File: src/rtl/calc_pkg.sv
// calc_pkg: shared definitions for the calculator core.
//   - opcode encodings OP_ADD..OP_XOR (8..15 are illegal)
//   - FSM state enum
//   - key codes as seen after synchronisation
//   - status LED patterns
//   - small opcode classification helpers
package calc_pkg;

  localparam logic [3:0] OP_ADD = 4'd0;
  localparam logic [3:0] OP_SUB = 4'd1;
  localparam logic [3:0] OP_MUL = 4'd2;
  localparam logic [3:0] OP_DIV = 4'd3;
  localparam logic [3:0] OP_MOD = 4'd4;
  localparam logic [3:0] OP_AND = 4'd5;
  localparam logic [3:0] OP_OR  = 4'd6;
  localparam logic [3:0] OP_XOR = 4'd7;

  typedef enum logic [2:0] {
    ST_IDLE = 3'd0,
    ST_EXEC = 3'd1,
    ST_ITER = 3'd2,
    ST_DONE = 3'd3,
    ST_ERR  = 3'd4
  } state_e;

  localparam logic [1:0] KEY_NONE = 2'b00;
  localparam logic [1:0] KEY_A    = 2'b01;
  localparam logic [1:0] KEY_B    = 2'b10;
  localparam logic [1:0] KEY_EXEC = 2'b11;

  localparam logic [2:0] LED_READY   = 3'b110;
  localparam logic [2:0] LED_ENTRY_A = 3'b011;
  localparam logic [2:0] LED_ENTRY_B = 3'b101;
  localparam logic [2:0] LED_BUSY    = 3'b111;
  localparam logic [2:0] LED_ERR     = 3'b000;

  function automatic logic op_is_legal(input logic [3:0] op);
    return (op <= OP_XOR);
  endfunction

  function automatic logic op_is_divmod(input logic [3:0] op);
    return (op == OP_DIV) || (op == OP_MOD);
  endfunction

  function automatic logic op_is_iter(input logic [3:0] op);
    return (op == OP_MUL) || op_is_divmod(op);
  endfunction

endpackage

File: src/rtl/calc_muldiv.sv
// calc_muldiv: iterative unsigned multiplier / restoring divider.
//   clk, rst        : clock, synchronous active-high reset (control only)
//   start_i         : one-cycle launch; operands sampled in this cycle
//   div_i           : 0 = multiply a_i*b_i, 1 = divide a_i/b_i
//   a_i, b_i        : WIDTH-bit unsigned operands
//   done_o          : high for one cycle, WIDTH cycles after start_i
//   acc_o           : product, or {remainder, quotient}; valid with done_o
// The first step is folded into the launch cycle so the final value is
// already registered in the cycle done_o is high.
module calc_muldiv
  import calc_pkg::*;
#(
  parameter int WIDTH = 8
) (
  input  logic               clk,
  input  logic               rst,
  input  logic               start_i,
  input  logic               div_i,
  input  logic [WIDTH-1:0]   a_i,
  input  logic [WIDTH-1:0]   b_i,
  output logic               done_o,
  output logic [2*WIDTH-1:0] acc_o
);

  localparam int RW    = 2 * WIDTH;
  localparam int CNT_W = $clog2(WIDTH + 1);

  logic [RW-1:0]    acc_q, acc_d;
  logic [WIDTH-1:0] opd_q, opd_d;
  logic             div_q, div_d;
  logic             run_q, run_d;
  logic [CNT_W-1:0] cnt_q, cnt_d;

  // acc = {partial product, remaining multiplier bits}
  function automatic logic [RW-1:0] mul_step(input logic [RW-1:0]    acc,
                                             input logic [WIDTH-1:0] mcand);
    logic [WIDTH:0] sum;
    sum = {1'b0, acc[RW-1:WIDTH]} + (acc[0] ? {1'b0, mcand} : '0);
    return {sum, acc[WIDTH-1:1]};
  endfunction

  // acc = {partial remainder, dividend/quotient bits}; a wrapped W-bit
  // difference is exact whenever the trial subtraction succeeds
  function automatic logic [RW-1:0] div_step(input logic [RW-1:0]    acc,
                                             input logic [WIDTH-1:0] dvsr);
    logic [WIDTH:0]   rem_sh;
    logic [WIDTH-1:0] diff;
    logic             ge;
    rem_sh = {acc[RW-1:WIDTH], acc[WIDTH-1]};
    ge     = (rem_sh >= {1'b0, dvsr});
    diff   = rem_sh[WIDTH-1:0] - dvsr;
    return ge ? {diff, acc[WIDTH-2:0], 1'b1}
              : {rem_sh[WIDTH-1:0], acc[WIDTH-2:0], 1'b0};
  endfunction

  always_comb begin
    acc_d = acc_q;
    opd_d = opd_q;
    div_d = div_q;
    run_d = run_q;
    cnt_d = cnt_q;
    if (start_i) begin
      opd_d = div_i ? b_i : a_i;
      div_d = div_i;
      acc_d = div_i ? div_step({{WIDTH{1'b0}}, a_i}, b_i)
                    : mul_step({{WIDTH{1'b0}}, b_i}, a_i);
      run_d = 1'b1;
      cnt_d = CNT_W'(1);
    end else if (run_q) begin
      if (cnt_q == CNT_W'(WIDTH)) begin
        run_d = 1'b0;
      end else begin
        acc_d = div_q ? div_step(acc_q, opd_q) : mul_step(acc_q, opd_q);
        cnt_d = cnt_q + CNT_W'(1);
      end
    end
  end

  always_ff @(posedge clk) begin
    if (rst) begin
      run_q <= 1'b0;
      cnt_q <= '0;
    end else begin
      run_q <= run_d;
      cnt_q <= cnt_d;
    end
  end

  always_ff @(posedge clk) begin
    acc_q <= acc_d;
    opd_q <= opd_d;
    div_q <= div_d;
  end

  assign done_o = run_q && (cnt_q == CNT_W'(WIDTH));
  assign acc_o  = acc_q;

endmodule

File: src/rtl/calc_core.sv
// calc_core: parametrised calculator core.
//   clk, rst     : clock, synchronous active-high reset
//   in_number    : 4-bit digit from switches
//   arif         : opcode, latched on the execute event
//   key          : 01 shift digit into A, 10 into B, 11 execute
//   result       : 2*WIDTH-bit result of the last completed operation
//   result_valid : result holds a completed operation (DONE)
//   busy         : iterative multiply/divide in progress
//   error        : illegal opcode or divide-by-zero (ERR)
//   led          : status pattern for the display front end
// Build option: define KEY_DEBOUNCE_EN to debounce each synchronised key
// bit for DEB_CYCLES cycles; otherwise DEB_CYCLES only gets range-checked.
module calc_core
  import calc_pkg::*;
#(
  parameter int WIDTH       = 8,
  parameter int SYNC_STAGES = 2,
  parameter int DEB_CYCLES  = 50000
) (
  input  logic               clk,
  input  logic               rst,
  input  logic [3:0]         in_number,
  input  logic [3:0]         arif,
  input  logic [1:0]         key,
  output logic [2*WIDTH-1:0] result,
  output logic               result_valid,
  output logic               busy,
  output logic               error,
  output logic [2:0]         led
);

  localparam int RW = 2 * WIDTH;

  if (WIDTH < 4 || (WIDTH % 4) != 0) begin : g_bad_width
    $error("calc_core: WIDTH must be a multiple of 4 and at least 4");
  end
  if (SYNC_STAGES < 1) begin : g_bad_sync
    $error("calc_core: SYNC_STAGES must be at least 1");
  end
  if (DEB_CYCLES < 1) begin : g_bad_deb
    $error("calc_core: DEB_CYCLES must be at least 1");
  end

  logic [1:0] sync_q [SYNC_STAGES];
  logic [1:0] key_s;
  logic [1:0] key_clean;
  logic [1:0] key_prev_q;
  logic       ev;

  always_ff @(posedge clk) begin
    if (rst) begin
      for (int i = 0; i < SYNC_STAGES; i++) sync_q[i] <= KEY_NONE;
    end else begin
      sync_q[0] <= key;
      for (int i = 1; i < SYNC_STAGES; i++) sync_q[i] <= sync_q[i-1];
    end
  end

  assign key_s = sync_q[SYNC_STAGES-1];

`ifdef KEY_DEBOUNCE_EN
  localparam int DEB_W = $clog2(DEB_CYCLES + 1);

  logic [1:0]       deb_q;
  logic [DEB_W-1:0] deb_cnt_q [2];

  // a bit only follows key_s after DEB_CYCLES consecutive differing samples
  always_ff @(posedge clk) begin
    if (rst) begin
      deb_q <= KEY_NONE;
      for (int b = 0; b < 2; b++) deb_cnt_q[b] <= '0;
    end else begin
      for (int b = 0; b < 2; b++) begin
        if (key_s[b] == deb_q[b]) begin
          deb_cnt_q[b] <= '0;
        end else if (deb_cnt_q[b] == DEB_W'(DEB_CYCLES - 1)) begin
          deb_q[b]     <= key_s[b];
          deb_cnt_q[b] <= '0;
        end else begin
          deb_cnt_q[b] <= deb_cnt_q[b] + DEB_W'(1);
        end
      end
    end
  end

  assign key_clean = deb_q;
`else
  assign key_clean = key_s;
`endif

  always_ff @(posedge clk) begin
    if (rst) key_prev_q <= KEY_NONE;
    else     key_prev_q <= key_clean;
  end

  // only a release-to-press edge counts; 01->11 without 00 is not an event
  assign ev = (key_prev_q == KEY_NONE) && (key_clean != KEY_NONE);

  function automatic logic [RW-1:0] alu(input logic [3:0]       op,
                                        input logic [WIDTH-1:0] a,
                                        input logic [WIDTH-1:0] b);
    logic        [WIDTH:0] sum;
    logic signed [WIDTH:0] diff;
    sum  = {1'b0, a} + {1'b0, b};
    diff = signed'({1'b0, a}) - signed'({1'b0, b});
    case (op)
      OP_ADD:  return RW'(sum);
      OP_SUB:  return {{(WIDTH-1){diff[WIDTH]}}, diff};
      OP_AND:  return RW'(a & b);
      OP_OR:   return RW'(a | b);
      OP_XOR:  return RW'(a ^ b);
      default: return '0;
    endcase
  endfunction

  state_e           state_q, state_d;
  logic [WIDTH-1:0] a_q, a_d;
  logic [WIDTH-1:0] b_q, b_d;
  logic [3:0]       op_q, op_d;
  logic [RW-1:0]    result_q, result_d;
  logic [2:0]       idle_led_q, idle_led_d;
  logic             md_start;
  logic             md_div;
  logic             md_done;
  logic [RW-1:0]    md_acc;

  assign md_div = (op_q != OP_MUL);

  calc_muldiv #(
    .WIDTH (WIDTH)
  ) u_muldiv (
    .clk     (clk),
    .rst     (rst),
    .start_i (md_start),
    .div_i   (md_div),
    .a_i     (a_q),
    .b_i     (b_q),
    .done_o  (md_done),
    .acc_o   (md_acc)
  );

  always_comb begin
    state_d    = state_q;
    a_d        = a_q;
    b_d        = b_q;
    op_d       = op_q;
    result_d   = result_q;
    idle_led_d = idle_led_q;
    md_start   = 1'b0;
    case (state_q)
      ST_IDLE, ST_DONE, ST_ERR: begin
        if (ev) begin
          case (key_clean)
            KEY_A: begin
              a_d        = WIDTH'({a_q, in_number});
              idle_led_d = LED_ENTRY_A;
              state_d    = ST_IDLE;
            end
            KEY_B: begin
              b_d        = WIDTH'({b_q, in_number});
              idle_led_d = LED_ENTRY_B;
              state_d    = ST_IDLE;
            end
            KEY_EXEC: begin
              op_d       = arif;
              idle_led_d = LED_READY;
              state_d    = ST_EXEC;
            end
            default: ;
          endcase
        end
      end
      ST_EXEC: begin
        if (!op_is_legal(op_q) || (op_is_divmod(op_q) && b_q == '0)) begin
          result_d = '0;
          state_d  = ST_ERR;
        end else if (op_is_iter(op_q)) begin
          md_start = 1'b1;
          state_d  = ST_ITER;
        end else begin
          result_d = alu(op_q, a_q, b_q);
          state_d  = ST_DONE;
        end
      end
      ST_ITER: begin
        if (md_done) begin
          result_d = (op_q == OP_MOD) ? {{WIDTH{1'b0}}, md_acc[RW-1:WIDTH]}
                                      : md_acc;
          state_d  = ST_DONE;
        end
      end
      default: state_d = ST_IDLE;
    endcase
  end

  always_ff @(posedge clk) begin
    if (rst) begin
      state_q    <= ST_IDLE;
      a_q        <= '0;
      b_q        <= '0;
      result_q   <= '0;
      idle_led_q <= LED_READY;
    end else begin
      state_q    <= state_d;
      a_q        <= a_d;
      b_q        <= b_d;
      result_q   <= result_d;
      idle_led_q <= idle_led_d;
    end
  end

  always_ff @(posedge clk) begin
    op_q <= op_d;
  end

  always_comb begin
    case (state_q)
      ST_ITER: led = LED_BUSY;
      ST_DONE: led = LED_READY;
      ST_ERR:  led = LED_ERR;
      default: led = idle_led_q;
    endcase
  end

  assign result       = result_q;
  assign result_valid = (state_q == ST_DONE);
  assign busy         = (state_q == ST_ITER);
  assign error        = (state_q == ST_ERR);

endmodule
File: config.mk
export PLATFORM = sky130hd
export DESIGN_NAME = calc_core
export DESIGN_NICKNAME = d
export VERILOG_FILES = /design/src/rtl/calc_pkg.sv /design/src/rtl/calc_muldiv.sv /design/src/rtl/calc_core.sv
export SDC_FILE = /design/constraint.sdc
export NUM_CORES = 1
export LEC_CHECK = 0
export CORE_UTILIZATION = 50
export CTS_CLUSTER_DIAMETER = 30
export CTS_CLUSTER_SIZE = 28
export DETAILED_ROUTE_END_ITERATION = 10
export PLACE_DENSITY_LB_ADDON = 0.08
export SLEW_MARGIN = 20
export SYNTH_ARGS = -nofsm -noshare
export SYNTH_HDL_FRONTEND = slang
export SYNTH_SLANG_ARGS = --single-unit
File: constraint.sdc
create_clock -name clk -period 2.71 [get_ports clk]
set_input_delay 0.542 -clock clk [delete_from_list [all_inputs] [get_ports clk]]
set_output_delay 0.542 -clock clk [all_outputs]
set_load 0.01 [all_outputs]
## Word-level counts from Yosys, hierarchy flattened

Memory sizes are Yosys's and may differ from the RTL's.
Index checks and enable logic that the tools add are counted.
W data, S select, Z words.

| word-level totals | value |
|---|---|
| register bits | 74 |
| bits in latches | 0 |
| RAM bits | 4 |
| ROM bits | 0 |
| output and inout port bits | 22 |
| word-level logic and storage cells | 114 |
| memories kept | 1 |

Memories:

| memory | words | bits a word | read ports | clocked after Yosys merged registers in | write ports | line | RTL |
|---|---|---|---|---|---|---|---|
| sync_q | 2 | 2 | 2 | 0 | 2 | calc_core.sv:44 | `logic [1:0] sync_q [SYNC_STAGES];` |

| operators by class | value |
|---|---|
| add/sub/neg operators | 6 |
| multipliers | 0 |
| div/mod/pow operators | 0 |
| $lt $le $gt $ge | 3 |
| eq/ne operators | 21 |
| shift operators | 0 |
| mux-type cells | 38 |
| bitwise gates (word level) | 6 |
| reductions and logical operators | 26 |

Operator list:

| cell | number |
|---|---|
| $mux W16 | 11 |
| $pmux W16 S5 | 1 |
| $pmux W16 S2 | 1 |
| $pmux W3 S3 | 3 |
| $mux W8 | 3 |
| $reduce_and A3 Y1 | 6 |
| $eq A4 B3 Y1 const B | 4 |
| $mux W1 | 13 |
| $add A8 B8 Y9 | 1 |
| $add A8 B9 Y9 | 1 |
| $ge A9 B8 Y1 | 1 |
| $mux W3 | 3 |
| $sub A8 B8 Y9 | 1 |
| $and A8 B8 Y8 | 1 |
| $eq A4 B2 Y1 const B | 2 |
| $ge A1 B8 Y1 | 1 |
| $logic_not A8 Y1 | 1 |
| $or A8 B8 Y8 | 1 |
| $sub A1 B8 Y8 | 1 |
| $sub A8 B8 Y8 | 1 |
| $xor A8 B8 Y8 | 1 |
| $eq A3 B2 Y1 const B | 2 |
| $pmux W3 S2 | 1 |
| $reduce_bool A2 Y1 | 3 |
| 26 further kinds | 36 |

## Longest topological paths before layout

Gate-level depths: netlist (run 1).

| logic depth | value |
|---|---|
| depth in word-level cells | 8 |
| mapped depth | 10 |

## Hierarchy

A second synthesis (run 1) with hierarchy kept.

| second synthesis, totals | value |
|---|---|
| cells, all modules | 691 |
| area, all modules | 5859.4 um^2 |

Modules (own cells, without submodules):

| module | times used | cells an instance | area an instance (um^2) | sequential area each (um^2) |
|---|---|---|---|---|
| calc_core | 1 | 434 | 3407.0 | 1001.0 |
| calc_muldiv | 1 | 257 | 2452.4 | 850.8 |

## Least setup slack after synthesis (run 1)

OpenSTA, ideal clock, no wires.

| path | value |
|---|---|
| kind | register to register |
| start point | reg u_muldiv.acc_q[9], in the netlist u_muldiv.acc_o[9] |
| end point | reg u_muldiv.acc_q[12], in the netlist u_muldiv.acc_o[12] (data pin) |
| library setup time | 261 ps |
| data arrival time | 2213 ps |
| path slack | 236 ps |
| cell stages (with the launch flop) | 8 |
| path buffers | 0 |
| clock period less this slack | 2474 ps |
| cells stage by stage | edfxtp_1 -> ha_1 -> o21a_1 -> o31ai_1 -> a31oi_1 -> a21o_1 -> mux2_2 -> a311o_1 |

| on the way | value |
|---|---|
| cells in the longest elaborated chain, start to end | 6 |
| elaborated cells between the ends (all ways) | 8 |
| classes of those cells | add/sub: 2; order compare: 1; mux: 5 |

RTL lines:

| element | line | RTL |
|---|---|---|
| start: declaration | calc_muldiv.sv:28 | `logic [RW-1:0] acc_q, acc_d;` |
| start signal: assignment | calc_muldiv.sv:90 | `acc_q <= acc_d;` |
| $sub A8 B8 Y8 / $ge A9 B8 Y1 (equally long branches) | calc_muldiv.sv:51, calc_muldiv.sv:50 |  |
| $mux W16 | calc_muldiv.sv:52 | `return ge ? {diff, acc[WIDTH-2:0], 1'b1}` |
| $mux W16 * | calc_muldiv.sv:73 | `acc_d = div_q ? div_step(acc_q, opd_q) : mul_step(acc_q, opd_q);` |
| $mux W16 * | calc_muldiv.sv:70 | `if (cnt_q == CNT_W'(WIDTH)) begin` |
| $mux W16 * | calc_muldiv.sv:69 | `end else if (run_q) begin` |
| $mux W16 * | calc_muldiv.sv:62 | `if (start_i) begin` |
| via u_muldiv.acc_d[12] | calc_muldiv.sv:28 |  |

Mark *: on every way through the listed nets, which the timed path passes. The rest lies on a longest branch. The select of a mux whose other input is x is not followed.
A chain may end at the register's enable or synchronous reset.

## Worst setup path after layout (run 1)

| path | value |
|---|---|
| start point | reg b_q[1] |
| end point | reg result_q[7], in the netlist result[7] |

| on the way | value |
|---|---|
| cells in the longest elaborated chain, start to end | 5 |
| elaborated cells between the ends (all ways) | 11 |
| classes of those cells | add/sub: 2; eq/ne: 1; mux: 4; reduce/logical: 4 |

RTL lines:

| element | line | RTL |
|---|---|---|
| start: declaration | calc_core.sv:118 | `logic [WIDTH-1:0] b_q, b_d;` |
| start signal: assignment | calc_core.sv:200 | `b_q <= '0;` |
| start signal: assignment | calc_core.sv:206 | `b_q <= b_d;` |
| $sub A8 B8 Y9 (tied with other cells) | calc_core.sv:105 | `diff = signed'({1'b0, a}) - signed'({1'b0, b});` |
| $pmux W16 S5 / $logic_and A1 B1 Y1 (equally long branches) | calc_core.sv:106, calc_core.sv:174 |  |
| $mux W16 / $logic_or A1 B1 Y1 (equally long branches) | calc_core.sv:177, calc_core.sv:174 |  |
| $mux W16 / $ne A3 B3 Y1 (equally long branches) | n/a |  |
| $pmux W16 S2 / $reduce_and A3 Y1 (equally long branches) | n/a |  |
| end signal: assignment | calc_core.sv:207 | `result_q <= result_d;` |
| end: declaration | calc_core.sv:120 | `logic [RW-1:0] result_q, result_d;` |

Several ways; a longest one is shown, not always the timed one. The select of a mux whose other input is x is not followed.

==> results.yml, run 1 <==
clocking:
  h-tree-depth: 3
  cts.sinks: 78
  postCtsSetupBuffers: 0
  clk_latency_ns: 0.34
  cts_root_buf: "clkbuf_16"
  cts.clk_slew.worst_paths_ns: 0.06
  cts_buffers: 9
  cts_tree: "yes"
  clockBufferDepth: 2
die:
  die_y_microns: 109
  die_x_microns: 109
  dieArea_sq_um: 11800
  rows: 38
  initial_utilization_pct: 52.0
  pin_count: 34
  core_area_sq_um: 11000
sta:
  setup_violations: 0
  post-route-period-util_pct: 93.4
  hold_viol: 0
  layout_setup_ws_ns: 0.178
  whs_ns: 0.441
  rsz0062_at_grt: "false"
  tns_ns: 0
  max_slew_margin_pct: 35.5
  clock.fmax_mhz: 395
  tightest_slew_ns: 0.968
  period_needed_ns: 2.53
  final.setup_skew_ns: 0.00882
  slew_violations: 0
setup_path:
  max_stage_delay_ns: 0.45
  critPathArrivalTime_ns: 2.70
  crit_fanout: 5
  worstSetupPathType: "flop to flop"
  cp_cell_sequence: "inv_1 -> ha_1 -> a211oi_1 -> buf_4 -> o21ai_0 -> a31oi_1 -> mux2i_1 -> o41ai_1 -> a211oi_1"
  cp-end-kind: "flop"
  worst_ep_required_time_ns: 2.88
  worst_path_max_delay_cell: "o41ai_1"
  start_kind: "flop"
  cpMostUsedCell: "a211oi_1"
pwr:
  p_leak_nw: 2.62
  p_per_area_nw_per_um2: 362
  peakVddDrop_v: 0.000235
layout:
  multiInputGateArea_sq_um: 3590
  drive_above_1_share_pct: 12.4
  area_growth_pct: 19.9
  fillers: 978
  ff_latch_area_sq_um: 1850
  n_antenna_cell: 0
  finish.utilization_pct: 62.3
  fin_nets: 831
run:
  cap_violations: 0
synthesis:
  yosysSeqAreaShare_pct: 32.4
  ys.flop_type: "dfxtp_1"
  synth_area_sq_um: 5710
  syn_avg_cell_area_sq_um: 8.26
  synth_cell_types: 68
  synth_fp_nets: 759
  synth_edf_count: 29
  syn-instance-count: 691
  ys_warn_count: 0
  ys_async_sr_fraction_pct: 0
  synth-seq-cells: 78
detailed_routing:
  drtAntennaViolNets: 0
  wire_per_inst_microns: 19.5
  drt_iter0_drc: 380
  vias: 5457
  firstDrtPassIters: 5
  drt_wl_total_microns: 17700
  drc_errors: 0
  routed_via_density: 6.01
global_route:
  grt.overflow.total: 0
  grtUsageMet2_pct: 52.0
  grt_pass1_wl_microns: 28100
  grt_pass1_vias: 5265
  top_usage_layer: "met2"
  grt_usage_pct: 31.7
  grt_antenna_before_repair: 0
  grt_use_met1_pct: 39.5
  grt_start_max_net_pins: 50
  grtUsageMet3_pct: 5.98
min_path:
  hp-class: "flop to flop"
placed_design:
  hpwl_microns: 13500
  numPortBuffers: 33
  post-place-ws_ns: 0.107
  gp_congestion: 0.978
status:
  status: "finished, final reports clean"
==> final timing paths <==
path | start | end | slack, ns | depth (start not counted)
worst max-delay path | b_q[1] | result[7] | 0.18 | 9
worst min-delay path | sync_q[0][0] | sync_q[0][2] | 0.44 | 1
worst max register to register | b_q[1] | result[7] | 0.18 | 9
worst min register to register | sync_q[0][0] | sync_q[0][2] | 0.44 | 1
==> per-layer routing <==
layer | part of all wire [%] | wire length, microns
met5 | 0 | 0
met4 | 4.4 | 784
met3 | 6.6 | 1170
met2 | 47 | 8270
met1 | 42 | 7510
==> cells in the mapped netlist (all sizes together), types with 7 or more instances <==
master   n  area share (%)
a211oi  23             3.1
a21oi   57             5.1
and2    13             1.4
buf     12             1.1
clkbuf  20             1.3
dfxtp   49              17
edfxtp  29              15
ha      52              11
inv     38             2.5
mux2     8             1.6
mux2i   15             2.6
nand2   74             4.9
nand2b  15             1.6
nand3   22             1.9
nor2    55             3.6
nor2b   14             1.5
nor3    25             2.3
o21ai   55             4.8
or3      7            0.77
==> report_power, final <==
part	internal [W]	total, W	switching, W
registers	0.00121	0.00122	0.00000524
clock network	0.000651	0.00115	0.000499
logic	0.0000466	0.000108	0.0000613
total	0.00191	0.00248	0.000566
==> sequential cells by signal, indices dropped and copies added, names as in the netlist <==
register	count
u_muldiv.acc_o	16
b_q	8
u_muldiv.cnt_q	4
a_q	8
u_muldiv.run_q	1
idle_led_q	3
state_q	3
u_muldiv.opd_q	8
u_muldiv.div_q	1
op_q	4
key_prev_q	2
result	16
sync_q	4
==> through the flow <==
step	cells	total power [W]	instance area (sq um)
2_1_floorplan	691	0.00131	5710
3_3_place_gp	892	0.00135	6560
3_5_place_dp	892	0.00135	6560
4_1_cts	908	0.00249	6840
5_1_grt	908	0.00257	6850
6_report	908	0.00248	6850
==> final cells by class <==
cell class / count / area share [%]
tap: 140 / 2.56
inverter: 40 / 2.19
clock buffer: 10 / 3.49
multi-input combinational: 541 / 52.4
sequential: 78 / 27.0
timing repair buffer: 93 / 11.7
clock inverter: 6 / 0.640
==> worst max-delay path: cells and delay by family (launching register included) <==
family | cells | cell delay (ns)
buffers and inverters | 2 | 0.40
adders and majority gates | 1 | 0.35
muxes | 1 | 0.12
DFF | 1 | 0.31
AOI/OAI and AO/OA | 5 | 1.18
==> layout by cell type (no fill, tap or decap), types with 15 or more instances in the layout <==
master	count
nor3_1	23
buf_4	58
edfxtp_1	29
nand2b_1	15
a211oi_1	21
dfxtp_1	49
clkdlybuf4s50_1	32
a21oi_1	56
ha_1	52
mux2i_1	15
nand2_1	74
nand3_1	22
o21ai_0	54
nor2_1	55
inv_1	38
==> cells by family (layout without fill, tap and decap cells) <==
group           count (synthesis)  count (layout)  synth area share, %
simple gates                  245             245                 20.8
compound gates                207             207                 23.3
flops                          78              78                 32.4
buf+inv                        72             149                 5.00
fa+ha+maj                      56              56                 12.8
mux                            23              23                 4.21
xor+xnor                       10              10                 1.53
==> timing repair <==
action	4_1_cts	5_1_grt
resized for setup	0	3
setup endpoints to repair	0	4
hold buffers	0	0
(Power assumes the default switching activity.)
==> inputs of run 2 (changes only) <==
Settings changed: DONT_BUFFER_PORTS set to 1.
==> results.yml, run 2 (synthesis results as in run 1) <==
detailed_routing:
  vias: 5285
  wire_per_inst_microns: 19.5
  drt_iter0_drc: 473
  drtAntennaViolNets: 0
  drt_wl_total_microns: 17000
  drc_errors: 0
  routed_via_density: 6.06
  firstDrtPassIters: 5
layout:
  final_cell_count_no_fill: 872
  drive_above_1_share_pct: 12.7
  n_antenna_cell: 0
  mostFrequentLayoutCell: "nand2_1"
  fillers: 998
  area_growth_pct: 14.0
  final_cell_mix: "74 x nand2_1, 56 x buf_4, 55 x nor2_1, 55 x o21ai_0, 54 x a21oi_1"
  fin_nets: 795
  ff_latch_area_sq_um: 1850
  multiInputGateArea_sq_um: 3590
die:
  initial_utilization_pct: 52.0
  dieArea_sq_um: 11800
  core_area_sq_um: 11000
  die_x_microns: 109
  die_y_microns: 109
  pin_count: 34
  rows: 38
clocking:
  cts_buffers: 9
  cts_root_buf: "clkbuf_16"
  cts.clk_slew.worst_paths_ns: 0.06
  cts_tree: "yes"
  cts.sinks: 78
  h-tree-depth: 3
  clk_latency_ns: 0.34
  clockBufferDepth: 2
  ctsHoldBuffers: 0
setup_path:
  crit_fanout: 9
  reg2reg_depth: 9
  start_kind: "flop"
  worstSetupPathType: "flop to flop"
  r2r_slack_ns: 0.09
  critPathArrivalTime_ns: 2.71
  cp-end-kind: "flop"
  rr_startpoint: "u_muldiv.acc_o[0]"
  worst_ep_required_time_ns: 2.80
  reg2reg_to: "u_muldiv.acc_o[12]"
status:
  status: "finished, final reports clean"
pwr:
  p_leak_nw: 2.49
  p_per_area_nw_per_um2: 380
  peakVddDrop_v: 0.000333
sta:
  slew_violations: 0
  post-route-period-util_pct: 96.7
  max_slew_margin_pct: 48.0
  setup_violations: 0
  hold_viol: 0
  rsz0062_at_grt: "false"
  period_needed_ns: 2.62
  clock.fmax_mhz: 382
  tightest_slew_ns: 0.771
  tns_ns: 0
  final.setup_skew_ns: 0.00908
placed_design:
  hpwl_microns: 13200
  numPortBuffers: 0
  placed_cells: 853
  gp_congestion: 0.913
global_route:
  grt_usage_pct: 30.2
  grt_antenna_before_repair: 0
  grt_pass1_vias: 4972
  grt_pass1_wl_microns: 26800
  grt_start_max_net_pins: 50
  grt.overflow.total: 0
run:
  cap_violations: 0
min_path:
  hold_path.startpoint: "rst"
  hold-path-cell-count: 1
  min_to: "result[0]"
  hp-class: "input port to flop"
-- run 2: area by class of cell --
type	instances	share of cell area, %
Multi-Input combinational cell	541	55.3
Sequential cell	78	28.5
Timing Repair Buffer	57	6.77
Clock buffer	11	3.88
Tap cell	140	2.69
Inverter	40	2.31
Clock inverter	5	0.635
-- run 2: worst max-delay path by stage --
stage / from / to / slack (ns) / depth (start not counted)
after floorplan: u_muldiv.acc_o[9] / u_muldiv.acc_o[12] / 0.24 / 7
after global placement: u_muldiv.acc_o[0] / u_muldiv.acc_o[13] / 0.17 / 9
after detailed placement: u_muldiv.acc_o[0] / u_muldiv.acc_o[13] / 0.10 / 9
after CTS: u_muldiv.acc_o[0] / u_muldiv.acc_o[13] / 0.08 / 9
after global routing: u_muldiv.acc_o[0] / u_muldiv.acc_o[12] / 0.02 / 9
final: u_muldiv.acc_o[0] / u_muldiv.acc_o[12] / 0.09 / 9
-- run 2: power breakdown --
part	leakage [nW]	internal [W]	switching, W
Combinational	1.68	0.0000285	0.0000456
Sequential	0.659	0.00122	0.00000540
Clock	0.147	0.000679	0.000498
Total	2.49	0.00192	0.000549
-- run 2: worst max-delay path: stages, from the launching register on --
cell and delay, ns:
edfxtp_1 0.50, buf_4 0.18, and2_1 0.15, ha_1 0.35
o21ai_0 0.33, o21bai_1 0.10, a21oi_1 0.20, xor2_1 0.17
nor3_1 0.07, a311o_1 0.33
-- run 2: timing repair --
action	CTS	global route
buffers inserted	0	3
endpoints found under the setup margin	0	9
resized for setup	0	4
-- run 2: layer usage --
layer  up-vias  wire length (microns)  GRT usage (%)
li1       2579                      -              -
met1      2506                   7410           39.3
met2       174                   8360           51.7
met3        26                    864           4.18
met4         0                    363           9.46
met5         -                      0              0
-- run 2: metrics by stage --
step	setup slack [ns]	hold WS, ns	total power (W)	utilization (%)	instance area (sq um)
floorplan	0.236	0.414	0.00131	-	5710
global placement	0.165	0.418	0.00132	56.2	6170
detailed placement	0.102	0.428	0.00132	56.2	6170
CTS	0.0822	0.253	0.00248	58.9	6470
global route	0.0222	0.257	0.00254	59.2	6510
finish	0.0897	0.265	0.00247	59.2	6510
